### config.mk
export PLATFORM = sky130hd
export DESIGN_NAME = tod_counter_flat
export DESIGN_NICKNAME = d
export VERILOG_FILES = /design/src/rtl/cal_pkg.sv /design/src/rtl/tod_counter_if.sv /design/src/rtl/mod_counter.sv /design/src/rtl/tod_counter.sv /design/src/flat_wrapper.sv
export SDC_FILE = /design/constraint.sdc
export NUM_CORES = 1
export LEC_CHECK = 0
export CAP_MARGIN = 20
export CORE_UTILIZATION = 48
export CTS_BUF_LIST = sky130_fd_sc_hd__clkbuf_16
export CTS_CLUSTER_DIAMETER = 100
export DETAILED_ROUTE_END_ITERATION = 10
export PLACE_DENSITY = 0.87
export SLEW_MARGIN = 0
export SYNTH_ARGS = -nofsm -noshare
export SYNTH_HDL_FRONTEND = slang
export SYNTH_HIERARCHICAL = 1
export SYNTH_SLANG_ARGS = --single-unit
### constraint.sdc
create_clock -name clk -period 2.45 [get_ports clk]
set_input_delay 0.49 -clock clk [delete_from_list [all_inputs] [get_ports clk]]
set_output_delay 0.49 -clock clk [all_outputs]
set_load 0.02 [all_outputs]
### src/rtl/cal_pkg.sv
// Shared widths, field limits and handshake FSM states for the time-of-day and calendar stages.
package cal_pkg;
    localparam int HOUR_W   = 5;
    localparam int MIN_W    = 6;
    localparam int SEC_W    = 6;
    localparam int MAX_HOUR = 23;
    localparam int MAX_MIN  = 59;
    localparam int MAX_SEC  = 59;

    typedef enum logic {
        TOD_IDLE = 1'b0,
        TOD_ACK  = 1'b1
    } tod_state_t;

    function automatic logic time_in_range(
        input logic [HOUR_W-1:0] h,
        input logic [MIN_W-1:0]  m,
        input logic [SEC_W-1:0]  s
    );
        return (h <= HOUR_W'(MAX_HOUR)) && (m <= MIN_W'(MAX_MIN)) && (s <= SEC_W'(MAX_SEC));
    endfunction
endpackage

### src/rtl/tod_counter_if.sv
// Valid/ready load port carrying a new hh:mm:ss and the range-error response.
interface tod_counter_if;
    import cal_pkg::*;

    logic              set_valid;
    logic              set_ready;
    logic [HOUR_W-1:0] set_hour;
    logic [MIN_W-1:0]  set_min;
    logic [SEC_W-1:0]  set_sec;
    logic              set_err;

    modport master (
        output set_valid, set_hour, set_min, set_sec,
        input  set_ready, set_err
    );

    modport slave (
        input  set_valid, set_hour, set_min, set_sec,
        output set_ready, set_err
    );
endinterface

### src/rtl/mod_counter.sv
// Modulo-(MAX+1) counter with load priority and a combinational carry into the next field.
module mod_counter #(
    parameter int W   = 6,
    parameter int MAX = 59
) (
    input  logic         clk,
    input  logic         rst,
    input  logic         inc,
    input  logic         load,
    input  logic [W-1:0] load_val,
    output logic [W-1:0] value,
    output logic         carry
);
    logic [W-1:0] r_value;
    logic         w_at_max;

    assign w_at_max = (r_value == W'(MAX));

    always_ff @(posedge clk) begin
        if (rst) begin
            r_value <= '0;
        end else if (load) begin
            r_value <= load_val;
        end else if (inc) begin
            r_value <= w_at_max ? '0 : r_value + 1'b1;
        end
    end

    assign value = r_value;
    assign carry = inc && w_at_max;
endmodule

### src/rtl/tod_counter.sv
// hh:mm:ss counter advanced by a prescaler, with a valid/ready range-checked load port.
module tod_counter
    import cal_pkg::*;
#(
    parameter int TICKS_PER_SEC = 50_000_000
) (
    input  logic              clk,
    input  logic              rst,
    input  logic              run_en,
    tod_counter_if.slave      set_bus,
    output logic [HOUR_W-1:0] hour,
    output logic [MIN_W-1:0]  min,
    output logic [SEC_W-1:0]  sec,
    output logic              sec_tick,
    output logic              day_tick
);
    localparam int PRE_W = $clog2(TICKS_PER_SEC);

    tod_state_t r_state;
    tod_state_t w_next_state;

    logic [PRE_W-1:0] r_pre;
    logic             r_sec_tick;
    logic             r_day_tick;
    logic             r_set_err;

    logic w_accept;
    logic w_in_range;
    logic w_load;
    logic w_term;
    logic w_adv;
    logic w_sec_carry;
    logic w_min_carry;
    logic w_hour_carry;

    assign w_accept   = (r_state == TOD_IDLE) && set_bus.set_valid;
    assign w_in_range = time_in_range(set_bus.set_hour, set_bus.set_min, set_bus.set_sec);
    assign w_load     = w_accept && w_in_range;
    assign w_term     = run_en && (r_pre == PRE_W'(TICKS_PER_SEC - 1));
    // A valid load on the terminal-count edge swallows that second's advance.
    assign w_adv      = w_term && !w_load;

    always_ff @(posedge clk) begin
        if (rst) begin
            r_state <= TOD_IDLE;
        end else begin
            r_state <= w_next_state;
        end
    end

    always_comb begin
        w_next_state = r_state;
        case (r_state)
            TOD_IDLE: if (set_bus.set_valid) w_next_state = TOD_ACK;
            TOD_ACK:  w_next_state = TOD_IDLE;
            default:  w_next_state = TOD_IDLE;
        endcase
    end

    always_comb begin
        set_bus.set_ready = (r_state == TOD_IDLE);
    end

    always_ff @(posedge clk) begin
        if (rst) begin
            r_pre <= '0;
        end else if (w_load || w_term) begin
            r_pre <= '0;
        end else if (run_en) begin
            r_pre <= r_pre + 1'b1;
        end
    end

    always_ff @(posedge clk) begin
        if (rst) begin
            r_sec_tick <= 1'b0;
            r_day_tick <= 1'b0;
            r_set_err  <= 1'b0;
        end else begin
            r_sec_tick <= w_adv;
            r_day_tick <= w_hour_carry;
            r_set_err  <= w_accept && !w_in_range;
        end
    end

    mod_counter #(.W(SEC_W), .MAX(MAX_SEC)) u_sec (
        .clk      (clk),
        .rst      (rst),
        .inc      (w_adv),
        .load     (w_load),
        .load_val (set_bus.set_sec),
        .value    (sec),
        .carry    (w_sec_carry)
    );

    mod_counter #(.W(MIN_W), .MAX(MAX_MIN)) u_min (
        .clk      (clk),
        .rst      (rst),
        .inc      (w_sec_carry),
        .load     (w_load),
        .load_val (set_bus.set_min),
        .value    (min),
        .carry    (w_min_carry)
    );

    mod_counter #(.W(HOUR_W), .MAX(MAX_HOUR)) u_hour (
        .clk      (clk),
        .rst      (rst),
        .inc      (w_min_carry),
        .load     (w_load),
        .load_val (set_bus.set_hour),
        .value    (hour),
        .carry    (w_hour_carry)
    );

    assign sec_tick        = r_sec_tick;
    assign day_tick        = r_day_tick;
    assign set_bus.set_err = r_set_err;
endmodule

### src/flat_wrapper.sv
// flat-port wrapper written by rule: the top's interface ports become plain ports
module tod_counter_flat import cal_pkg::*;
#(
    parameter int TICKS_PER_SEC = 50_000_000
)
  (clk, rst, run_en, hour, min, sec, sec_tick, day_tick, set_bus_set_valid, set_bus_set_hour, set_bus_set_min, set_bus_set_sec, set_bus_set_ready, set_bus_set_err);
  tod_counter_if set_bus_i ();
  input  logic clk;
  input  logic rst;
  input  logic run_en;
  output logic [HOUR_W-1:0] hour;
  output logic [MIN_W-1:0] min;
  output logic [SEC_W-1:0] sec;
  output logic sec_tick;
  output logic day_tick;
  input wire logic [$bits(set_bus_i.set_valid)-1:0] set_bus_set_valid;
  input wire logic [$bits(set_bus_i.set_hour)-1:0] set_bus_set_hour;
  input wire logic [$bits(set_bus_i.set_min)-1:0] set_bus_set_min;
  input wire logic [$bits(set_bus_i.set_sec)-1:0] set_bus_set_sec;
  output wire logic [$bits(set_bus_i.set_ready)-1:0] set_bus_set_ready;
  output wire logic [$bits(set_bus_i.set_err)-1:0] set_bus_set_err;
  assign set_bus_i.set_valid = set_bus_set_valid;
  assign set_bus_i.set_hour = set_bus_set_hour;
  assign set_bus_i.set_min = set_bus_set_min;
  assign set_bus_i.set_sec = set_bus_set_sec;
  assign set_bus_set_ready = set_bus_i.set_ready;
  assign set_bus_set_err = set_bus_i.set_err;
  tod_counter #(.TICKS_PER_SEC(TICKS_PER_SEC)) u_core (.clk(clk), .rst(rst), .run_en(run_en), .set_bus(set_bus_i), .hour(hour), .min(min), .sec(sec), .sec_tick(sec_tick), .day_tick(day_tick));
endmodule
### After elaboration in Yosys (flattened, before gate mapping)

Index checks and enable logic that the tools add are counted.

* flip-flop bits (word level): 47
* bits of input ports: 21
* output and inout port bits: 21

* $add $sub $neg: 4
* magnitude comparators: 3
* eq/ne operators: 4
* mux-type cells: 11
* bitwise operators: 1
* reduce and logical (&&, ||, !) cells: 17

Operator list (count)
* $mux 6: 6
* $add 26x1->26 const B: 1
* $eq 26x26->1 const B: 1
* $mux 5: 3
* $add 6x1->6 const B: 2
* $eq 6x6->1 const B: 2
* $le 6x6->1 const B: 2
* $logic_and 1x1->1: 10
* $reduce_bool 2->1: 3
* $add 5x1->5 const B: 1
* $eq 5x5->1 const B: 1
* $le 5x5->1 const B: 1
* $logic_not 1->1: 2
* $pmux 1 s2: 1
* $reduce_or 2->1: 1
* $logic_or 1x1->1: 1
* $mux 1: 1
* $not 1->1: 1

### Longest topological paths before layout

Gate-level depths: netlist of the first run.

* depth after elaboration: 10
* depth in mapped cells: 14
* gate-level depth less buffers: 12

### Cells and area by module

The synthesis of the first run kept the hierarchy.

Modules (own cells, without submodules)
* tod_counter: times used 1, cells each 162, area each 1412.6 sq um
* mod_counter at u_core.u_min ...: times used 2, cells each 46, area each 385.4 sq um
* mod_counter at u_core.u_hour: times used 1, cells each 34, area each 279.0 sq um

### Worst setup path before layout of the first run

No wires, ideal clock.

* path type: input to register
* from: input set_bus_set_min[5]
* to: register u_core.u_hour.r_value[1] (netlist: u_core/u_hour/value[1])
* arrival: 2.547 ns
* required time: 2.333 ns
* setup slack: -0.214 ns
* stages: 13
* cell sequence: nand4_1 nand3_1 nor2_1 nor2_1 buf_6 nand2_2 nor3_1 buf_6 nand2_2 nor3_1 mux2_2 nand2_1 a21oi_1

* cells in the longest elaborated chain, start to end: 9

Ends and longest elaborated chain
* start: declaration: line flat_wrapper.sv:18 `input wire logic [$bits(set_bus_i.set_min)-1:0] set_bus_set_min;`
* $le 6x6->1: line cal_pkg.sv:20 `return (h <= HOUR_W'(MAX_HOUR)) && (m <= MIN_W'(MAX_MIN)) && (s <= SEC_W'(MAX_SEC));`
* $logic_and 1x1->1 (2 in a row): line cal_pkg.sv:20
* $logic_and 1x1->1: line tod_counter.sv:38 `assign w_load = w_accept && w_in_range;`
* via u_core.w_load: line tod_counter.sv:29 `logic w_load;`
* $logic_not 1->1: line tod_counter.sv:41 `assign w_adv = w_term && !w_load;`
* $logic_and 1x1->1: line tod_counter.sv:41
* via u_core.w_adv: line tod_counter.sv:31 `logic w_adv;`
* $logic_and 1x1->1: line mod_counter.sv:30 `assign carry = inc && w_at_max;`
* via u_core.w_sec_carry: line tod_counter.sv:32 `logic w_sec_carry;`
* $logic_and 1x1->1: line mod_counter.sv:30
* via u_core.w_min_carry: line tod_counter.sv:33 `logic w_min_carry;`
* $reduce_bool 2->1 (no line)
* end signal: assignment: line mod_counter.sv:23 `r_value <= load_val;`
* end signal: assignment: line mod_counter.sv:25 `r_value <= w_at_max ? '0 : r_value + 1'b1;`
* end: declaration: line mod_counter.sv:14 `logic [W-1:0] r_value;`

The timed path passes the listed nets, and every way through them passes these cells.
A chain may end at the register's enable or synchronous reset.

### Worst setup path in the final report of the first run

* from: input run_en
* to: register u_core.u_min.r_value[5] (netlist: u_core/u_min/value[5])

* cells in the longest elaborated chain, start to end: 4

Ends and longest elaborated chain
* start: declaration: line flat_wrapper.sv:10 `input logic run_en;`
* $logic_and 1x1->1: line tod_counter.sv:39 `assign w_term = run_en && (r_pre == PRE_W'(TICKS_PER_SEC - 1));`
* $logic_and 1x1->1: line tod_counter.sv:41
* via u_core.w_adv: line tod_counter.sv:31
* $logic_and 1x1->1: line mod_counter.sv:30
* via u_core.w_sec_carry: line tod_counter.sv:32
* $reduce_bool 2->1 (no line)
* end signal: assignment: line mod_counter.sv:23
* end signal: assignment: line mod_counter.sv:25
* end: declaration: line mod_counter.sv:14

The timed path passes the listed nets, and every way through them passes these cells.

==> impl_metrics.ini, run 1 <==
[floorplanning]
die_y_um = 73.6
rows = 25
die_w_um = 73.6
ios = 42
die_area_um2 = 5420
design.core.area_um2 = 4820
initial_core_util = 0.511

[global_routing]
grt_max_degree = 40
grt_overflow_total = 0
grt_pass1_wl_um = 9630
grtUsageTotal = 0.229
first_global_vias = 2168
antenna_found_initial = 0

[yosys]
synth_cell_types = 43
synthCells = 288
synthArstFlopShare = 0
yosysWarnings = 6
synth_top_area_frac = 0.382
yosysTopAreaCell = dfxtp_1
synthesis.area_um2 = 2460
synth.most_common_cell = dfxtp_1
synth_area_per_cell_um2 = 8.55
ys.flop_type = dfxtp_1
synth_nets = 313
synth_edf_count = 0
ys_seq_elements = 47
yosys-top-cells-count = 47 x dfxtp_1, 32 x nor2_1, 28 x a21oi_1
yosysSeqAreaShare = 0.382
netlist_top_cells_area = dfxtp_1 38%, a21oi_1 5.7%, nor2_1 4.9%, xnor2_1 4.3%, nand3_1 3.3%

[worst_hold_path]
hold_end = u_core/r_pre[23]
min_path_type = reg2reg
min_path_cells = 2
hold_start = u_core/r_pre[23]

[placed_design]
dpl_cell_area_um2 = 3170
gp_congestion = 0.800
hpwlAfterDp_um = 4220
io_buffers = 41

[timing]
hold_violations = 0
period_share = 0.962
tns_ns = 0
min_period_ns = 2.36
skew_ns = 0.00659
fmax_mhz = 424
slew_viol_final = 0
setup_violations = 0
rsz0062_at_grt = true
max_slew_margin = 0.655
worst_pin_slew_ns = 0.518

[worst_setup_path]
crit_chain = clkdlybuf4s50_1 > nand4_2 > nor2_4 > nand3_2 > nor2_4 > nand2_2 > nor3_4 > buf_4 > inv_1 > or4b_1 > o22ai_1
regToRegEndpoint = u_core/u_min/value[5]
crit_top_cell = nor2_4
critical_path_arrival_ns = 2.56
r2r-start = u_core/r_pre[24]
crit_slowest_cell = clkdlybuf4s50_1
worst_ep_required_time_ns = 2.65
start_kind = input pin
crit_type = in2reg
r2r_cells = 10
regToRegSetupSlack_ns = 0.19
critPathMaxStageDelay_ns = 0.50
cp-end-kind = flip-flop
cp_max_fo = 7

[clocking]
cts.path.max_buffers = 2
cts_tree = yes
cts.sinks = 47
clk_latency_ns = 0.28
path_clk_slew_ns = 0.06
cts_root_buffer = clkbuf_16
holdBufCountCts = 0
cts_inserted_buffers = 5
cts_max_level = 2

[final_layout]
area_delta_synth_final_pct = 37.9
nets = 388
drive_above_1_share = 0.173
final_area_um2 = 3390
fin_util = 0.705
nFillCells = 389
n_antenna_cell = 0

[power_and_ir_drop]
ir_drop_v = 0.000396
p_comb_frac = 0.124
internal_power_mw = 1.38
clockPowerShare = 0.417
p_leak_nw = 1.20
swShare = 0.228
powerDensity_nw_per_um2 = 526
netSwitchingPower_mw = 0.408
power_mw = 1.79
seq_power_share = 0.459

[route]
finalWirelength_um = 5970
vias = 2429
antenna_left = 0
drc = 0
first_iter_violations = 174
avgRoutedWirePerCell_um = 13.9
drtPass1Iterations = 4
vias_per_cell = 5.64

[outcome]
status = complete, no violations

[job]
cap_viol_max_count = 0
## timing repair
action | 4_1_cts | 5_1_grt
pin swaps | 1 | 6
buffers inserted | 1 | 2
gates resized for setup | 3 | 6
setup endpoints to repair | 7 | 11
## metal layers
layer | track usage | vias to the layer above | part of all wire
met1 | 0.278 | 1145 | 0.45
met2 | 0.399 | 63 | 0.50
met3 | 0.0453 | 4 | 0.043
met5 | 0 | - | 0
met4 | 0.0833 | 0 | 0.010
li1 | - | 1217 | -
## critical path: cells and delay by family
family	cells	cell delay (ns)
AOI/OAI and AO/OA	1	0.12
buffers and inverters	3	0.73
and+or+nand+nor	7	1.21
## registers in the layout (all words and copies together) (netlist names)
name	cells
u_core/sec_tick	1
u_core/set_bus.set_err	1
u_core/day_tick	1
u_core/r_state	1
u_core/u_min/value	6
u_core/u_sec/value	6
u_core/u_hour/value	5
u_core/r_pre	26
## stage by stage
stage | std cells | hold slack [ns] | setup slack, ns
CTS | 429 | 0.490 | 0.0247
floorplan | 288 | 0.453 | 0.0341
global route | 431 | 0.533 | -0.00766
global placement | 420 | 0.462 | -0.384
finish | 431 | 0.495 | 0.0935
detailed placement | 420 | 0.482 | -0.474
## power by group through the flow
stage          Clock [mW]  Combinational (mW)  Sequential [mW]
4_1_cts             0.767               0.221            0.819
3_3_place_gp            0               0.214            0.836
2_1_floorplan           0              0.0831            0.856
6_report            0.745               0.221            0.820
3_5_place_dp            0               0.219            0.836
5_1_grt             0.799               0.239            0.824
## area by class of cell
class	count	area [um^2]	share of cell area
tap	67	83.8	0.0247
clock buffer	5	125	0.0369
inverter	10	37.5	0.0111
clock inverter	3	38.8	0.0114
multi-input combinational	221	1480	0.436
timing repair buffer	78	688	0.203
sequential	47	941	0.277
## worst max-delay path by stage
stage	start	endpoint	slack, ns
finish	run_en	u_core/u_min/value[5]	0.09
detailed placement	run_en	u_core/u_hour/value[1]	-0.47
global route	run_en	u_core/u_min/value[5]	-0.008
CTS	run_en	u_core/u_hour/value[1]	0.02
global placement	run_en	u_core/u_hour/value[1]	-0.38
floorplan	u_core/r_pre[0]	u_core/u_hour/value[1]	0.03
## layout by cell type (no fill, tap or decap), types with 6 or more instances in the layout
cell / n
a21oi_1: 28
and4_1: 6
buf_4: 37
clkdlybuf4s50_1: 41
dfxtp_1: 47
inv_1: 10
nand2_1: 17
nand3_1: 15
nand4_1: 8
nand4b_1: 7
nor2_1: 29
nor3b_1: 8
o21ai_0: 7
xnor2_1: 12
xor2_1: 8
## logic make-up after synthesis
group,share of synthesized area
AOI/OAI and AO/OA,0.128
xor gates and xnor gates,0.0711
adders and majority gates,0.0203
buffers and inverters,0.0391
DFF,0.382
muxes,0.0208
and+or+nand+nor,0.339
Note: power is estimated with default switching activity, not from simulation.
==> inputs of run 2 (changes only) <==
--- a/config.mk
+++ b/config.mk
@@ -5,7 +5,7 @@
 export SDC_FILE = /design/constraint.sdc
 export NUM_CORES = 1
 export LEC_CHECK = 0
-export CAP_MARGIN = 20
+export CAP_MARGIN = 40
 export CORE_UTILIZATION = 48
 export CTS_BUF_LIST = sky130_fd_sc_hd__clkbuf_16
 export CTS_CLUSTER_DIAMETER = 100
==> results of run 2 <==
The final DEF is identical to that of run 1; final timing and power are the same.
